--- src/rtl/systolic_feeder_4_4.sv ---
// Weight loader and diagonally skewed activation feeder for a 4x4 weight-stationary systolic array.
// All array-facing outputs are registered; lane k of the activation stream is delayed k cycles.
module systolic_feeder_4_4 #(
  parameter int DATA_WIDTH = 32
) (
  input  logic                      array_clk,
  input  logic                      array_rst_n,
  input  logic                      feed_start,
  input  logic [16*DATA_WIDTH-1:0]  feed_weight,
  input  logic                      act_valid,
  output logic                      act_ready,
  input  logic [4*DATA_WIDTH-1:0]   act_data,
  input  logic                      act_last,
  output logic                      array_mode,
  output logic [3:0]                array_en_up,
  output logic [4*DATA_WIDTH-1:0]   array_data_up,
  output logic [3:0]                array_en_left,
  output logic [4*DATA_WIDTH-1:0]   array_data_left,
  output logic [3:0]                feed_lane_vld,
  output logic                      feed_busy,
  output logic                      feed_done
);
  localparam int ROW_W = 4 * DATA_WIDTH;

  typedef enum logic [1:0] {IDLE, LOAD, STREAM, DRAIN} state_t;

  state_t                   state, state_nxt;
  logic [1:0]               cnt, cnt_nxt;
  logic [16*DATA_WIDTH-1:0] weight;
  logic                     mode_nxt, ready_nxt, busy_nxt, done_nxt, left_on_nxt;
  logic [ROW_W-1:0]         up_nxt;
  logic [ROW_W-1:0]         col_data;
  logic                     accept;

  // A bubble (no accepted vector) enters the skew lines as a zero column with vld=0.
  assign accept   = act_ready & act_valid;
  assign col_data = accept ? act_data : '0;

  always_comb begin
    state_nxt   = state;
    cnt_nxt     = cnt;
    up_nxt      = '0;
    done_nxt    = 1'b0;
    case (state)
      IDLE: begin
        if (feed_start) begin
          state_nxt = LOAD;
          cnt_nxt   = '0;
          up_nxt    = feed_weight[3*ROW_W +: ROW_W];
        end
      end
      LOAD: begin
        cnt_nxt = cnt + 2'd1;
        case (cnt)
          2'd0:    up_nxt = weight[2*ROW_W +: ROW_W];
          2'd1:    up_nxt = weight[1*ROW_W +: ROW_W];
          2'd2:    up_nxt = weight[0 +: ROW_W];
          default: begin
            state_nxt = STREAM;
            cnt_nxt   = '0;
          end
        endcase
      end
      STREAM: begin
        if (accept && act_last) begin
          state_nxt = DRAIN;
          cnt_nxt   = '0;
        end
      end
      default: begin
        // Three zero shifts carry the last element to lane 3; the fourth cycle presents it.
        cnt_nxt = cnt + 2'd1;
        if (cnt == 2'd3) begin
          state_nxt = IDLE;
          done_nxt  = 1'b1;
        end
      end
    endcase
    mode_nxt    = (state_nxt == LOAD);
    ready_nxt   = (state_nxt == STREAM);
    left_on_nxt = (state_nxt == STREAM) || (state_nxt == DRAIN);
    busy_nxt    = (state_nxt != IDLE);
  end

  always_ff @(posedge array_clk or negedge array_rst_n) begin
    if (!array_rst_n) begin
      state         <= IDLE;
      cnt           <= '0;
      array_mode    <= 1'b0;
      array_en_up   <= '0;
      array_data_up <= '0;
      array_en_left <= '0;
      act_ready     <= 1'b0;
      feed_busy     <= 1'b0;
      feed_done     <= 1'b0;
    end else begin
      state         <= state_nxt;
      cnt           <= cnt_nxt;
      array_mode    <= mode_nxt;
      array_en_up   <= {4{mode_nxt}};
      array_data_up <= up_nxt;
      array_en_left <= {4{left_on_nxt}};
      act_ready     <= ready_nxt;
      feed_busy     <= busy_nxt;
      feed_done     <= done_nxt;
    end
  end

  always_ff @(posedge array_clk) begin
    if (state == IDLE && feed_start) weight <= feed_weight;
  end

  // Skew stage: lane k is a (k+1)-deep shift line; its last stage drives the array directly.
  for (genvar k = 0; k < 4; k++) begin : g_lane
    logic signed [DATA_WIDTH-1:0] line_p [0:k];
    logic        [k:0]            vld_p;

    always_ff @(posedge array_clk or negedge array_rst_n) begin
      if (!array_rst_n) begin
        for (int i = 0; i <= k; i++) line_p[i] <= '0;
        vld_p <= '0;
      end else begin
        line_p[0] <= $signed(col_data[k*DATA_WIDTH +: DATA_WIDTH]);
        vld_p[0]  <= accept;
        for (int i = 1; i <= k; i++) begin
          line_p[i] <= line_p[i-1];
          vld_p[i]  <= vld_p[i-1];
        end
      end
    end

    assign array_data_left[k*DATA_WIDTH +: DATA_WIDTH] = line_p[k];
    assign feed_lane_vld[k]                            = vld_p[k];
  end
endmodule
--- config.mk ---
export PLATFORM = sky130hd
export DESIGN_NAME = systolic_feeder_4_4
export DESIGN_NICKNAME = d
export VERILOG_FILES = /design/src/rtl/systolic_feeder_4_4.sv
export SDC_FILE = /design/constraint.sdc
export NUM_CORES = 1
export LEC_CHECK = 0
export ABC_AREA = 1
export CAP_MARGIN = 0
export CORE_AREA = 2 2 357 359
export DETAILED_ROUTE_END_ITERATION = 16
export DIE_AREA = 0 0 359 361
export DONT_BUFFER_PORTS = 1
export GPL_TIMING_DRIVEN = 0
export MAX_ROUTING_LAYER = met4
export PLACE_DENSITY = 0.45
export SLEW_MARGIN = 25
export SYNTH_ARGS = -nofsm -noshare
export SYNTH_HDL_FRONTEND = slang
export SYNTH_SLANG_ARGS = --single-unit
--- constraint.sdc ---
create_clock -name array_clk -period 12.3 [get_ports array_clk]
set_input_delay 1.23 -clock array_clk [delete_from_list [all_inputs] [get_ports array_clk]]
set_output_delay 1.23 -clock array_clk [all_outputs]
set_load 0.01 [all_outputs]
# After elaboration in Yosys (flattened, before gate mapping)
# Cells that the tools add are included.
[op_classes] n_reduce_logical=9 eq_ne=10 shift=0 mux=15 n_mul=0 n_lt_le_gt_ge=0 addsub=1 n_bitwise=1 div=0
[op_table] operator="$pmux W128 S3" count=1
[op_table] operator="$mux W128" count=2
[op_table] operator="$pmux W128 S2" count=1
[op_table] operator="$mux W2" count=7
[op_table] operator="$pmux W2 S3" count=2
[op_table] operator="$eq A2 B2 Y1 const B" count=5
[op_table] operator="$eq A2 B1 Y1 const B" count=3
[op_table] operator="$reduce_or A3 Y1" count=2
[op_table] operator="$logic_not A2 Y1" count=2
[op_table] operator="$ne A2 B2 Y1 const B" count=2
[op_table] operator="$add A2 B1 Y2 const B" count=1
[op_table] operator="$logic_and A1 B1 Y1" count=2
[op_table] operator="$mux W1" count=2
[op_table] operator="$reduce_and A2 Y1" count=1
[op_table] operator="$reduce_bool A2 Y1" count=1
[op_table] operator="$and A1 B1 Y1" count=1
[op_table] operator="$logic_or A1 B1 Y1" count=1
[word_totals] reg_bits=852 inputBits=645 romBits=0 memories=0 word_cells=60 ramBits=0 output_inout_bits=272 latch_bits=0

# Longest topological paths before layout
[depth] word_depth=6 depth_mapped=8 mapped_depth_nobuf=6

# Worst setup path before layout
# Ideal clock, no wire load.
[synth_path] path_kind="in2reg" startpoint="input port feed_start" endpoint="register weight[0] (enable)" path_buffers=1 cell_stages=3 setup_ns=0.581 arrival_ns=5.810 path_slack_ns=5.910 cell_sequence="nand2_1 -> inv_2 -> buf_2"
[synth_between] elab_chain_len=1
[synth_lines] item="from (decl)" line_no="8" source="input logic feed_start,"
[synth_lines] item="$logic_and A1 B1 Y1" line_no="110" source="if (state == IDLE && feed_start) weight <= feed_weight;"
[synth_lines] item="to (signal assigned)" line_no="110"
[synth_lines] item="to (decl)" line_no="29" source="logic [16*DATA_WIDTH-1:0] weight;"
# No other way between the ends.
# A chain may end at the register's enable or synchronous reset.

# Worst setup path after layout
[layout_path] startpoint="register, netlist name array_en_left[0]" endpoint="output port array_en_left[1]"
[layout_rtl] item="to (decl)" line_no="17" source="output logic [3:0] array_en_left,"
# No word-level cell between the ends.

==> run summary <==
Avg Cell Area, Syn -> 13.03 sq um
Met3 global-route usage -> 0.05078
Clock transition at path regs -> 60 ps
First-pass GRT wire length -> 132,400 um
GPL Wtd Cong -> 0.9363
Synth top area cells -> edfxtp_1 (40%), dfrtp_1 (40%), nand2_1 (10%)
Port bufs -> 0
Gr busiest metal -> met2
Tot GR Track Use -> 0.1516
Antenna Nets Post-Route -> 0
WL final -> 97,480 um
Core region area -> 125,400 sq um
First DRT Iteration DRCs -> 1,157
TritonCTS buffer count -> 93
Flop and latch count out of synthesis -> 844
Max-slew headroom -> 0.3468
DRC violations left -> 0
Pwr/cell area -> 238.1 nW/um^2
Die Ht -> 361 um
GRT Residual Overflow -> 0
Clk_lat worst skew -> 710 ps
Largest net degree at the start of global routing -> 461
Max-cap violations -> 0
Post-synth top area cell -> edfxtp_1
Worst path bufs/invs -> 1
Fill cells -> 12,890
Worst-Margin Slew -> 979.9 ps
CTS sink cnt -> 844
Die ar. -> 129,600 sq um
CP Class -> reg -> out
Leak Pwr -> 15.55 nW
Initial Utilization -> 0.2308
Max Slew Vio Count -> 0
Max Clock Freq -> 369.0 MHz
Hold_buf cts -> 0
CTS tree -> yes
Vias -> 16,190
RSZ-0062 raised after global routing -> no
Required time worst endpoint -> 11,070 ps
Hold WC Path Type -> in -> async
Fraction of layout cells with a size suffix above 1 -> 0.1382
VDD IR max -> 142.3 uV
Worst setup SP type -> register
Max incr delay on CP -> 580 ps
Die width -> 359 um
Initial antenna violation count -> 32
Htree depth -> 3
Final worst-path cycle share -> 0.2203
Crit path arrival time -> 1480 ps
Drt pass-1 iters -> 5
Clock buffer depth -> 3
CP cell instances -> buf_4
Post-synth cell types -> 17
# setup viols final -> 0
Number of synthesis warnings -> 0
Layout area overhead -> 18.95%
Met2 Usage GRT -> 0.2394
Setup TNS -> 0 ps
CTS root buffer -> clkbuf_16
Synth Instances -> 2,222
Met1 track demand over resource -> 0.1835
Mapped Nets -> 2,871
Top delay family on crit path -> flip-flops
Post-layout min period -> 2710 ps
Crit-path max FO -> 10
Final hold violation count -> 0
I/O pin cnt -> 917
Post-cts sizing count -> 0
Syn Std Cell Area -> 28,950 sq um
CP max-delay cell -> dfrtp_1
Status -> finished, final reports clean
Synth top area share -> 0.3984
DR vias/cell -> 3.966
Hpwl dp -> 72,090 um
Tot Pwr -> 0.008198 W
R2r startpoint -> cnt[0]
Nets@finish -> 2,971
Crit. End Element -> primary output
Vias in the first global route -> 16,900
Fin util -> 0.2745
Skew final -> 41.72 ps
Avg WL per Cell -> 23.88 um
Post-CTS Setup Repair Bufs -> 0
Register area share after synthesis -> 0.7960
Std-Cell Rows -> 130
Beginning of the critical path -> array_en_left[0]
cell type report:
| cell class | instances | area (sq um) | area share |
|---|---|---|---|
| Antenna cell | 29 | 72.57 | 0.002108 |
| Buffer | 189 | 1236 | 0.03590 |
| Clock buffer | 136 | 2724 | 0.07911 |
| Clock inverter | 40 | 474.2 | 0.01377 |
| Inverter | 139 | 521.8 | 0.01515 |
| Multi-Input combinational cell | 1050 | 4158 | 0.1208 |
| Sequential cell | 844 | 23040 | 0.6692 |
| Tap cell | 1650 | 2064 | 0.05996 |
| Timing Repair Buffer | 5 | 137.6 | 0.003997 |
synth_stat cells:
master	instances
nand3_1	130
nand4_1	2
or2_1	1
inv_2	2
o21ai_0	2
buf_2	58
nand2_1	779
clkbuf_1	14
nor3_2	1
buf_4	116
dfrtp_1	460
inv_1	137
or2_2	1
edfxtp_1	384
buf_6	1
nor2_1	130
ha_1	4
report_power, final:
group          switching (W)  internal (W)
logic                0.00113      0.000410
registers           0.000334       0.00347
clock network        0.00120       0.00164
cell usage in the layout, fill, tap and decap left out, drive strengths merged:
master    count
diode        29
clkbuf      150
or2           2
dfrtp       460
bufinv        4
clkinv       29
nor2        130
clkinvlp      4
inv         142
nor3          1
o21ai         2
buf         180
edfxtp      384
nand2       779
nand4         2
ha            4
nand3       130
cell families (layout without fill, tap and decap cells):
logic type,after synthesis,count (layout),share of synthesized area
buffers and inverters,328,509,0.06034
AO/OA/AOI/OAI,2,2,0.0003458
flip-flops,844,844,0.7960
AND/OR/NAND/NOR,1044,1044,0.1416
other,0,29,0
adder cells (fa/ha/maj),4,4,0.001729
registers in the layout, indices dropped and copies added (netlist names), 2 cells and up:
register and count:
g_lane.vld_p 4, cnt 2, weight 384, array_data_left 96, array_data_up 128, g_lane.line_p 224
metal layers:
metal  vias to the layer above  part of all wire
li1                       7231                 -
met3                       136             0.076
met2                       707              0.48
met1                      8116              0.42
met4                         0             0.024
met5                         -                 0
worst paths after layout:
check | slack (ps) | cells past startpoint | to
max | 9590 | 1 | array_en_left[1]
min | 230 | 0 | array_data_up[51]
max reg2reg | 9700 | 8 | array_data_up[64]
min reg2reg | 320 | 0 | g_lane[3].line_p[74]
max in group asynchronous | 11240 | 0 | array_data_left[110]
min in group array_clk | 320 | 0 | g_lane[3].line_p[74]
through the flow:
stage / setup WS, ps / instance area, sq um / instances / hold WS (ps)
floorplan: 5910 / 28950 / 2222 / 331.2
global placement: 3238 / 31010 / 3872 / 331.1
detailed placement: 9221 / 31160 / 3877 / 334.7
CTS: 9508 / 34360 / 4053 / 143.1
global route: 9481 / 34410 / 4072 / 145.4
finish: 9590 / 34430 / 4082 / 226.3
Note: power is estimated with default switching activity, not from simulation.
